### src/rtl/ctrl_pkg.sv
`default_nettype none
// ============================================================================
//  Module      : ctrl_pkg
//  Description : Shared definitions for the hardwired control unit: FSM state
//                encoding, instruction classes, opcodes, ALU codes and the
//                bit positions inside the misc_in / misc_out strobe vectors.
//  Revision    : 1.0 - initial release
// ============================================================================
package ctrl_pkg;

    // Control step sequence; RST and HALT are the only non-running states.
    typedef enum logic [3:0] {
        S_RST  = 4'd0,
        S_T0   = 4'd1,
        S_T1   = 4'd2,
        S_T2   = 4'd3,
        S_T3   = 4'd4,
        S_T4   = 4'd5,
        S_T5   = 4'd6,
        S_T6   = 4'd7,
        S_T7   = 4'd8,
        S_HALT = 4'd9
    } state_e;

    // Instruction classes sharing one execute-step pattern.
    typedef enum logic [2:0] {
        CL_NOP    = 3'd0,
        CL_ALU    = 3'd1,
        CL_IMM    = 3'd2,
        CL_LD     = 3'd3,
        CL_ST     = 3'd4,
        CL_BR     = 3'd5,
        CL_MULDIV = 3'd6,
        CL_HALT   = 3'd7
    } iclass_e;

    // Opcodes, ir[31:27]
    localparam logic [4:0] OP_LD   = 5'b00000;
    localparam logic [4:0] OP_LDI  = 5'b00001;
    localparam logic [4:0] OP_ST   = 5'b00010;
    localparam logic [4:0] OP_ADD  = 5'b00011;
    localparam logic [4:0] OP_SUB  = 5'b00100;
    localparam logic [4:0] OP_AND  = 5'b00101;
    localparam logic [4:0] OP_OR   = 5'b00110;
    localparam logic [4:0] OP_ADDI = 5'b01100;
    localparam logic [4:0] OP_ANDI = 5'b01101;
    localparam logic [4:0] OP_ORI  = 5'b01110;
    localparam logic [4:0] OP_MUL  = 5'b01111;
    localparam logic [4:0] OP_DIV  = 5'b10000;
    localparam logic [4:0] OP_BR   = 5'b10010;
    localparam logic [4:0] OP_NOP  = 5'b11000;
    localparam logic [4:0] OP_HALT = 5'b11001;

    // ALU control codes
    localparam logic [3:0] ALU_NONE = 4'b0000;
    localparam logic [3:0] ALU_ADD  = 4'b0011;
    localparam logic [3:0] ALU_SUB  = 4'b0100;
    localparam logic [3:0] ALU_AND  = 4'b0101;
    localparam logic [3:0] ALU_OR   = 4'b0110;
    localparam logic [3:0] ALU_MUL  = 4'b0111;
    localparam logic [3:0] ALU_DIV  = 4'b1000;

    // misc_in bit positions
    localparam int MI_PC  = 0;
    localparam int MI_MAR = 1;
    localparam int MI_MDR = 2;
    localparam int MI_IR  = 3;
    localparam int MI_Y   = 4;
    localparam int MI_Z   = 5;
    localparam int MI_HI  = 6;
    localparam int MI_LO  = 7;
    localparam int MI_CON = 8;

    // misc_out bit positions
    localparam int MO_PC  = 0;
    localparam int MO_MDR = 1;
    localparam int MO_ZLO = 2;
    localparam int MO_ZHI = 3;
    localparam int MO_HI  = 4;
    localparam int MO_LO  = 5;
    localparam int MO_C   = 6;

    // Register-file select: 4-bit index to a one-hot strobe vector.
    function automatic logic [15:0] onehot16(input logic [3:0] idx);
        return 16'h0001 << idx;
    endfunction

endpackage
`default_nettype wire

### src/rtl/ctrl_decoder.sv
`default_nettype none
// ============================================================================
//  Module      : ctrl_decoder
//  Description : Maps the instruction register to an instruction class, the
//                ALU code used by its execute steps, and one-hot Ra/Rb/Rc
//                register selects.
//                Macro CTRL_MULDIV_EN: when defined, mul/div decode to the
//                MULDIV class; otherwise they decode as nop.
//  Revision    : 1.0 - initial release
// ============================================================================
module ctrl_decoder
    import ctrl_pkg::*;
(
    input  logic [31:0] ir_i,
    output iclass_e     iclass_o,
    output logic [3:0]  alu_sel_o,
    output logic [15:0] ra_sel_o,
    output logic [15:0] rb_sel_o,
    output logic [15:0] rc_sel_o
);

    logic [4:0] opcode;
    logic       unused_ir_low;

    assign opcode        = ir_i[31:27];
    assign ra_sel_o      = onehot16(ir_i[26:23]);
    assign rb_sel_o      = onehot16(ir_i[22:19]);
    assign rc_sel_o      = onehot16(ir_i[18:15]);
    // Immediate/constant field is consumed by the datapath, not here.
    assign unused_ir_low = ^ir_i[14:0];

    // Opcode to class and ALU code; anything unlisted behaves as nop.
    always_comb begin
        iclass_o  = CL_NOP;
        alu_sel_o = ALU_NONE;
        case (opcode)
            OP_ADD:  begin iclass_o = CL_ALU;  alu_sel_o = ALU_ADD; end
            OP_SUB:  begin iclass_o = CL_ALU;  alu_sel_o = ALU_SUB; end
            OP_AND:  begin iclass_o = CL_ALU;  alu_sel_o = ALU_AND; end
            OP_OR:   begin iclass_o = CL_ALU;  alu_sel_o = ALU_OR;  end
            OP_ADDI: begin iclass_o = CL_IMM;  alu_sel_o = ALU_ADD; end
            OP_ANDI: begin iclass_o = CL_IMM;  alu_sel_o = ALU_AND; end
            OP_ORI:  begin iclass_o = CL_IMM;  alu_sel_o = ALU_OR;  end
            OP_LDI:  begin iclass_o = CL_IMM;  alu_sel_o = ALU_ADD; end
            OP_LD:   begin iclass_o = CL_LD;   alu_sel_o = ALU_ADD; end
            OP_ST:   begin iclass_o = CL_ST;   alu_sel_o = ALU_ADD; end
            OP_BR:   begin iclass_o = CL_BR;   alu_sel_o = ALU_ADD; end
            OP_HALT: begin iclass_o = CL_HALT; end
`ifdef CTRL_MULDIV_EN
            OP_MUL:  begin iclass_o = CL_MULDIV; alu_sel_o = ALU_MUL; end
            OP_DIV:  begin iclass_o = CL_MULDIV; alu_sel_o = ALU_DIV; end
`endif
            default: begin iclass_o = CL_NOP; alu_sel_o = ALU_NONE; end
        endcase
    end

endmodule
`default_nettype wire

### src/rtl/control_unit.sv
`default_nettype none
// ============================================================================
//  Module      : control_unit
//  Description : Hardwired control unit: fetch (T0-T2) and per-class execute
//                steps (T3-T7). Memory steps hold read/write for MEM_WAIT
//                cycles; MDRin/PCin fire only in the last of those cycles.
//                Macro CTRL_MULDIV_EN: enables mul/div execute sequences.
//  Revision    : 1.0 - initial release
// ============================================================================
module control_unit
    import ctrl_pkg::*;
#(
    parameter int MEM_WAIT = 1
) (
    input  logic        clk,
    input  logic        reset,
    input  logic [31:0] ir,
    input  logic        con_ff,
    input  logic        stop,
    output logic [15:0] reg_in,
    output logic [15:0] reg_out,
    output logic [8:0]  misc_in,
    output logic [6:0]  misc_out,
    output logic        inc_pc,
    output logic        read,
    output logic        write,
    output logic [3:0]  alu_op,
    output logic        run
);

    localparam logic [3:0] WAIT_LOAD = 4'(MEM_WAIT - 1);

    state_e      state_q, state_d;
    logic [3:0]  cnt_q, cnt_d;
    logic        instr_done;
    logic        hold;
    logic        last_cycle;

    iclass_e     iclass;
    logic [3:0]  alu_sel;
    logic [15:0] ra_sel, rb_sel, rc_sel;

    ctrl_decoder u_dec (
        .ir_i      (ir),
        .iclass_o  (iclass),
        .alu_sel_o (alu_sel),
        .ra_sel_o  (ra_sel),
        .rb_sel_o  (rb_sel),
        .rc_sel_o  (rc_sel)
    );

    // States that carry a read or write strobe and therefore wait on memory.
    function automatic logic is_mem_state(input state_e s, input iclass_e c);
        return (s == S_T1) || (s == S_T6 && c == CL_LD) || (s == S_T7 && c == CL_ST);
    endfunction

    assign hold       = is_mem_state(state_q, iclass) && (cnt_q != 4'd0);
    assign last_cycle = (cnt_q == 4'd0);

    // State and wait-counter registers, cleared asynchronously by reset.
    always_ff @(posedge clk or negedge reset) begin
        if (!reset) begin
            state_q <= S_RST;
            cnt_q   <= 4'd0;
        end else begin
            state_q <= state_d;
            cnt_q   <= cnt_d;
        end
    end

    // Next state: stay while memory is busy, else step through the class sequence.
    always_comb begin
        state_d    = state_q;
        cnt_d      = cnt_q;
        instr_done = 1'b0;
        if (hold) begin
            cnt_d = cnt_q - 4'd1;
        end else begin
            case (state_q)
                S_RST:  state_d = S_T0;
                S_T0:   state_d = S_T1;
                S_T1:   state_d = S_T2;
                S_T2: begin
                    if (iclass == CL_NOP)       instr_done = 1'b1;
                    else if (iclass == CL_HALT) state_d = S_HALT;
                    else                        state_d = S_T3;
                end
                S_T3:   state_d = S_T4;
                S_T4:   state_d = S_T5;
                S_T5: begin
                    if (iclass == CL_ALU || iclass == CL_IMM) instr_done = 1'b1;
                    else                                      state_d = S_T6;
                end
                S_T6: begin
                    if (iclass == CL_LD || iclass == CL_ST) state_d = S_T7;
                    else                                    instr_done = 1'b1;
                end
                S_T7:   instr_done = 1'b1;
                S_HALT: state_d = S_HALT;
                default: state_d = S_RST;
            endcase
            // A stop request seen at an instruction boundary replaces the next fetch.
            if (instr_done) state_d = stop ? S_HALT : S_T0;
            cnt_d = is_mem_state(state_d, iclass) ? WAIT_LOAD : 4'd0;
        end
    end

    // Control strobes decoded from state, instruction class and wait counter.
    always_comb begin
        reg_in   = 16'h0000;
        reg_out  = 16'h0000;
        misc_in  = 9'h000;
        misc_out = 7'h00;
        inc_pc   = 1'b0;
        read     = 1'b0;
        write    = 1'b0;
        alu_op   = ALU_NONE;
        run      = (state_q != S_RST) && (state_q != S_HALT);
        case (state_q)
            S_T0: begin
                misc_out[MO_PC] = 1'b1;
                misc_in[MI_MAR] = 1'b1;
                misc_in[MI_Z]   = 1'b1;
                inc_pc          = 1'b1;
            end
            S_T1: begin
                misc_out[MO_ZLO] = 1'b1;
                read             = 1'b1;
                misc_in[MI_PC]   = last_cycle;
                misc_in[MI_MDR]  = last_cycle;
            end
            S_T2: begin
                misc_out[MO_MDR] = 1'b1;
                misc_in[MI_IR]   = 1'b1;
            end
            S_T3: begin
                case (iclass)
                    CL_BR:     begin reg_out = ra_sel; misc_in[MI_CON] = 1'b1; end
                    CL_MULDIV: begin reg_out = ra_sel; misc_in[MI_Y]   = 1'b1; end
                    CL_ALU, CL_IMM, CL_LD, CL_ST:
                               begin reg_out = rb_sel; misc_in[MI_Y]   = 1'b1; end
                    default: ;
                endcase
            end
            S_T4: begin
                case (iclass)
                    CL_ALU:    begin reg_out = rc_sel; alu_op = alu_sel; misc_in[MI_Z] = 1'b1; end
                    CL_MULDIV: begin reg_out = rb_sel; alu_op = alu_sel; misc_in[MI_Z] = 1'b1; end
                    CL_IMM, CL_LD, CL_ST:
                               begin misc_out[MO_C] = 1'b1; alu_op = alu_sel; misc_in[MI_Z] = 1'b1; end
                    CL_BR:     begin misc_out[MO_PC] = 1'b1; misc_in[MI_Y] = 1'b1; end
                    default: ;
                endcase
            end
            S_T5: begin
                case (iclass)
                    CL_ALU, CL_IMM: begin misc_out[MO_ZLO] = 1'b1; reg_in = ra_sel; end
                    CL_LD, CL_ST:   begin misc_out[MO_ZLO] = 1'b1; misc_in[MI_MAR] = 1'b1; end
                    CL_BR:          begin misc_out[MO_C] = 1'b1; alu_op = alu_sel; misc_in[MI_Z] = 1'b1; end
                    CL_MULDIV:      begin misc_out[MO_ZLO] = 1'b1; misc_in[MI_LO] = 1'b1; end
                    default: ;
                endcase
            end
            S_T6: begin
                case (iclass)
                    CL_LD:     begin read = 1'b1; misc_in[MI_MDR] = last_cycle; end
                    CL_ST:     begin reg_out = ra_sel; misc_in[MI_MDR] = 1'b1; end
                    CL_BR:     begin misc_out[MO_ZLO] = 1'b1; misc_in[MI_PC] = con_ff; end
                    CL_MULDIV: begin misc_out[MO_ZHI] = 1'b1; misc_in[MI_HI] = 1'b1; end
                    default: ;
                endcase
            end
            S_T7: begin
                case (iclass)
                    CL_LD:   begin misc_out[MO_MDR] = 1'b1; reg_in = ra_sel; end
                    CL_ST:   write = 1'b1;
                    default: ;
                endcase
            end
            default: ;
        endcase
    end

endmodule
`default_nettype wire

### config.mk
export PLATFORM = sky130hd
export DESIGN_NAME = control_unit
export DESIGN_NICKNAME = d
export VERILOG_FILES = /design/src/rtl/ctrl_pkg.sv /design/src/rtl/ctrl_decoder.sv /design/src/rtl/control_unit.sv
export SDC_FILE = /design/constraint.sdc
export NUM_CORES = 1
export LEC_CHECK = 0
export ABC_AREA = 1
export ABC_CLOCK_PERIOD_IN_PS = 3200
export BUFFER_PORTS_ARGS = -buffer_cell sky130_fd_sc_hd__buf_2
export CORE_MARGIN = 4
export CORE_UTILIZATION = 42
export CTS_CLUSTER_DIAMETER = 120
export DETAILED_ROUTE_END_ITERATION = 16
export PLACE_DENSITY = 0.84
export SLEW_MARGIN = 10
export SYNTH_ARGS = -nofsm -noshare
export SYNTH_HDL_FRONTEND = slang
export SYNTH_SLANG_ARGS = --single-unit
### constraint.sdc
create_clock -name clk -period 3.2 [get_ports clk]
set_clock_uncertainty 0.2 [all_clocks]
set_input_delay 0.48 -clock clk [delete_from_list [all_inputs] [get_ports clk]]
set_output_delay 0.48 -clock clk [all_outputs]
set_load 0.005 [all_outputs]
# Yosys cells after proc, flatten, opt, wreduce, memory -nomap -nowiden
# Index checks and enable logic that the tools add are counted.
[totals]
ff_bits = 8
input_bits = 36
out_inout_bits = 56
word_cells = 115
[op_classes]
add_sub_neg = 1
n_eq_ne = 32
shifts = 3
mux = 50
bitwise_logic = 1
reduce_logical = 26
[ops]
columns = ["op", "count"]
rows = [
  ["case mux 16 bit (2 select lines)", 3],
  ["two-way mux 16 bit", 3],
  ["case mux 16 bit (3 select lines)", 1],
  ["<< shifter 1 x 4 -> 16 bit (first input constant)", 3],
  ["case mux 4 bit (10 select lines)", 1],
  ["two-way mux 4 bit", 9],
  ["two-way mux 1 bit", 18],
  ["case mux 1 bit (2 select lines)", 9],
  ["case mux 3 bit (6 select lines)", 1],
  ["equality test 4 x 3 -> 1 bit (second input constant)", 4],
  ["equality test 5 x 3 -> 1 bit (second input constant)", 3],
  ["equality test 5 x 4 -> 1 bit (second input constant)", 3],
  ["equality test 3 bit (second input constant)", 4],
  ["case mux 3 bit (4 select lines)", 1],
  ["OR reduction 4 bit", 3],
  ["equality test 5 x 2 -> 1 bit (second input constant)", 2],
  ["equality test 5 bit (second input constant)", 2],
  ["OR reduction 2 bit", 5],
  ["equality test 4 x 2 -> 1 bit (second input constant)", 2],
  ["equality test 4 bit (second input constant)", 2],
  ["zero test 4 bit", 2],
  ["case mux 4 bit (2 select lines)", 1],
  ["nonzero test 4 bit", 2],
  ["equality test 3 x 2 -> 1 bit (second input constant)", 2],
  ["other kinds (19)", 27],
]

# Depth between registers and ports, before layout
[depth]
depth_word = 11
depth_mapped = 11
mapped_depth_nobuf = 11

# By module
# Synthesis repeated with hierarchy kept, for this count alone.
[hier_totals]
cells_unflattened = 444
hier_area_um2 = 2164.6
[modules_own_cells]
columns = ["mod", "n_inst", "cells_each", "area_each_um2", "seq_area_each_um2"]
rows = [
  ["control_unit", 1, 314, 1601.5, 200.2],
  ["ctrl_decoder", 1, 130, 563.0, 0.0],
]

# Least setup slack after synthesis
# Ideal clock, no wire load.
[synth_timing]
path_type = "input port to output port"
startpoint = "input port ir[31]"
endpoint = "output port reg_out[10]"
t_arrival_ps = 1478
t_required_ps = 2520
slack_ps = 1042
stages = 11
n_path_buf = 2
cell_sequence = "inv_2 > buf_4 > nand3_1 > a21oi_1 > nor2_1 > nand2_2 > buf_6 > nand3_1 > nand2_1 > nand2_1 > nand3_1"
[synth_via]
elab_chain_cells = 7
[synth_rtl]
columns = ["element", "line_no", "rtl"]
rows = [
  ["start, declared", "control_unit.sv:17", "input logic [31:0] ir,"],
  ["equality test 5 x 4 -> 1 bit (tied with other cells)", "ctrl_decoder.sv:36", "case (opcode)"],
  ["OR reduction 4 bit (no line)", "n/a", ""],
  ["case mux 3 bit (6 select lines) (*)", "ctrl_decoder.sv:36", ""],
  ["equality test 3 x 1 -> 1 bit (tied with other cells)", "control_unit.sv:137, control_unit.sv:146", ""],
  ["OR reduction 4 bit / OR reduction 2 bit (equally long branches)", "n/a", ""],
  ["case mux 16 bit (2 select lines)", "control_unit.sv:137", "case (iclass)"],
  ["case mux 16 bit (3 select lines) (*)", "control_unit.sv:119", "case (state_q)"],
  ["end, declared", "control_unit.sv:21", "output logic [15:0] reg_out,"],
]
# Every way passes the cells marked *; elsewhere a longest branch is shown, timed or not.

# Worst setup path after layout
[layout_timing]
startpoint = "input port ir[31]"
endpoint = "output port reg_out[0]"
# Same word-level chain as after synthesis.

==> impl_metrics.ini <==
[clock_network]
cts_setup_buffers = 0
cts_made_buffers = 3
cts-root-buf = clkbuf_8
cts_buffer_depth = 2
clock-sinks = 8
cts_hold_buffers = 1
cts_tree = built
clk_latency_ns = 0.23
cts.reportedPaths.clkPinSlew_ns = 0.04
h-tree-depth = 1
cts_resized = 0

[synth]
yosys_warnings = 0
yosysUniqueCellTypes = 35
syn_area_per_cell_um2 = 5.53
synth_ff_type = dfrtp_1
ys_seq_elements = 8
synthCells = 355
seq_area_frac_synth = 0.102
syn_area_um2 = 1960
async_flop_share = 1.00
synth_edf_count = 0

[place]
hpwl_mm = 5.02
dp_slack_ns = 0.564
place_congestion = 0.966
port_buffers = 70

[cells_and_area]
drive_gt1_frac = 0.264
finish.utilization = 0.524
diodes = 0
nFillCells = 475
nets = 456
syn_to_final_growth_pct = 18.7

[global_route]
grt_pass1_vias = 2250
grtUsageTotal = 0.201
antenna_found_initial = 0
grt_pass1_wl_mm = 10.0
overflow = 0
grt_max_degree = 19

[floorplanning]
fp-row-count = 24
start_util = 0.441
die_h_um = 76.3
io-pin-count = 92
core_um2 = 4440
fp.dieArea_um2 = 5830
die_x_um = 76.3

[run]
max_cap_viol_count = 0

[pwr]
powerDensity_nw_per_um2 = 342
power_frac_seq = 0.215
power_frac_comb = 0.634
p_switching_uw = 413
p_int_uw = 383
clockPowerShare = 0.150
ir_drop_mv = 0.371
swShare = 0.519
power_uw = 797
leakage_uw = 0.00136

[worst_setup_path]
worst-path-max-fanout = 13
worstSetupPathType = primary input to output pin
cp-start-kind = primary input
crit_path_end_kind = output pin
crit_arrival_ns = 2.00
required_ns = 2.52

[route]
wl_per_cell_um = 12.7
vias_per_cell = 5.43
routed_wl_mm = 5.96
first_pass_iters = 4
vias = 2539
drcViolationCount = 0
ant_nets = 0
drt-initial-drc-count = 211

[timing]
rsz0062_at_grt = no
finalSetupTns_ns = 0
fmax_mhz = 373
finalCriticalPeriod_ns = 2.68
setup_viol = 0
hold_viol = 0
final_max_slew_viol_count = 0
fin_crit_sh = 0.838
fin_ws_ns = 0.519

[status]
status = finished, final reports clean

[hold_path]
hold_path.class = register to register
==> metrics by stage <==
| step | area [µm²] | instances | hold slack (ns) |
|---|---|---|---|
| 6_report | 2330 | 468 | 0.259 |
| 5_1_grt | 2330 | 468 | 0.273 |
| 4_1_cts | 2330 | 468 | 0.260 |
| 3_5_place_dp | 2280 | 464 | 0.128 |
| 3_3_place_gp | 2280 | 464 | 0.123 |
| 2_1_floorplan | 1980 | 360 | -0.0156 |
==> power by group through the flow <==
stage          Combinational, µW  Sequential, µW  Clock (µW)
6_report                     505             172         120
3_5_place_dp                 500             173           0
5_1_grt                      565             174         131
4_1_cts                      503             171         125
3_3_place_gp                 493             170           0
2_1_floorplan                359             165           0
==> layout make-up <==
type                       instances  area [µm²]  area share
clock buffer                       3        41.3      0.0177
inverter                          50         188      0.0806
multi-input combinational        282        1460       0.627
sequential                         8         200      0.0859
tap                               52        65.1      0.0279
timing repair buffer              73         375       0.161
==> state kept, by name, summed over array words and instances, names as in the netlist <==
register / count
cnt_q: 4
state_q: 4
==> placed cells by master, fill, tap and decap left out, types with 3 or more instances in the layout <==
| master | instances |
|---|---|
| inv_1 | 41 |
| o21ai_1 | 4 |
| o21ai_0 | 8 |
| buf_2 | 70 |
| and3_1 | 13 |
| inv_2 | 9 |
| nor2_1 | 38 |
| a21oi_1 | 10 |
| nand2_4 | 4 |
| nor3_1 | 17 |
| o22ai_1 | 4 |
| nor2_4 | 5 |
| clkbuf_8 | 3 |
| nand2_1 | 77 |
| nand2_2 | 4 |
| nor2_2 | 6 |
| nand3_1 | 48 |
| nand4_1 | 21 |
| conb_1 | 6 |
| dfrtp_1 | 8 |
==> cells in the mapped netlist, types with 3 or more instances <==
library cell,n,area share
a21oi_1,10,0.026
and3_1,13,0.041
buf_2,7,0.018
buf_4,7,0.027
buf_6,3,0.017
dfrtp_1,8,0.10
inv_1,41,0.078
inv_2,9,0.017
nand2_1,77,0.15
nand2_2,4,0.013
nand2_4,4,0.023
nand3_1,48,0.12
nand4_1,21,0.067
nor2_1,38,0.073
nor2_2,6,0.019
nor2_4,5,0.029
nor3_1,17,0.043
o21ai_0,8,0.020
o21ai_1,4,0.010
o22ai_1,4,0.013
==> path summary, 6_finish.rpt <==
kind	startpoint	end	slack [ns]	cells after the start
max	ir[31]	reg_out[0]	0.52	11
max reg2reg	state_q[3]	state_q[1]	1.46	9
min	cnt_q[0]	cnt_q[0]	0.26	1
max in group asynchronous	reset	cnt_q[2]	2.22	2
min in group asynchronous	reset	state_q[1]	0.42	2
min reg2reg	cnt_q[0]	cnt_q[0]	0.26	1
==> critical path: stages <==
cell     delay [ns]
buf_2          0.11
inv_2          0.16
nand3_1        0.16
a21oi_1        0.22
nor2_1         0.09
nand2_2        0.20
inv_1          0.16
o21ai_1        0.14
nand2_1        0.07
nand3_1        0.09
buf_2          0.12
==> kinds of logic after synthesis <==
| logic type | share of synthesized area |
|---|---|
| and+or+nand+nor | 0.615 |
| buffers and inverters | 0.163 |
| AOI/OAI and AO/OA | 0.0963 |
| DFF | 0.102 |
| xor gates and xnor gates | 0.00893 |
| adders and majority gates | 0.0128 |
| other | 0.00191 |
==> routing by layer <==
layer	GRT usage	part of all wire	up-vias
met5	0	0	-
met4	0.0670	0.019	0
met3	0.0296	0.093	11
met2	0.349	0.46	111
met1	0.254	0.43	1124
li1	-	-	1293
(Power assumes the default switching activity.)
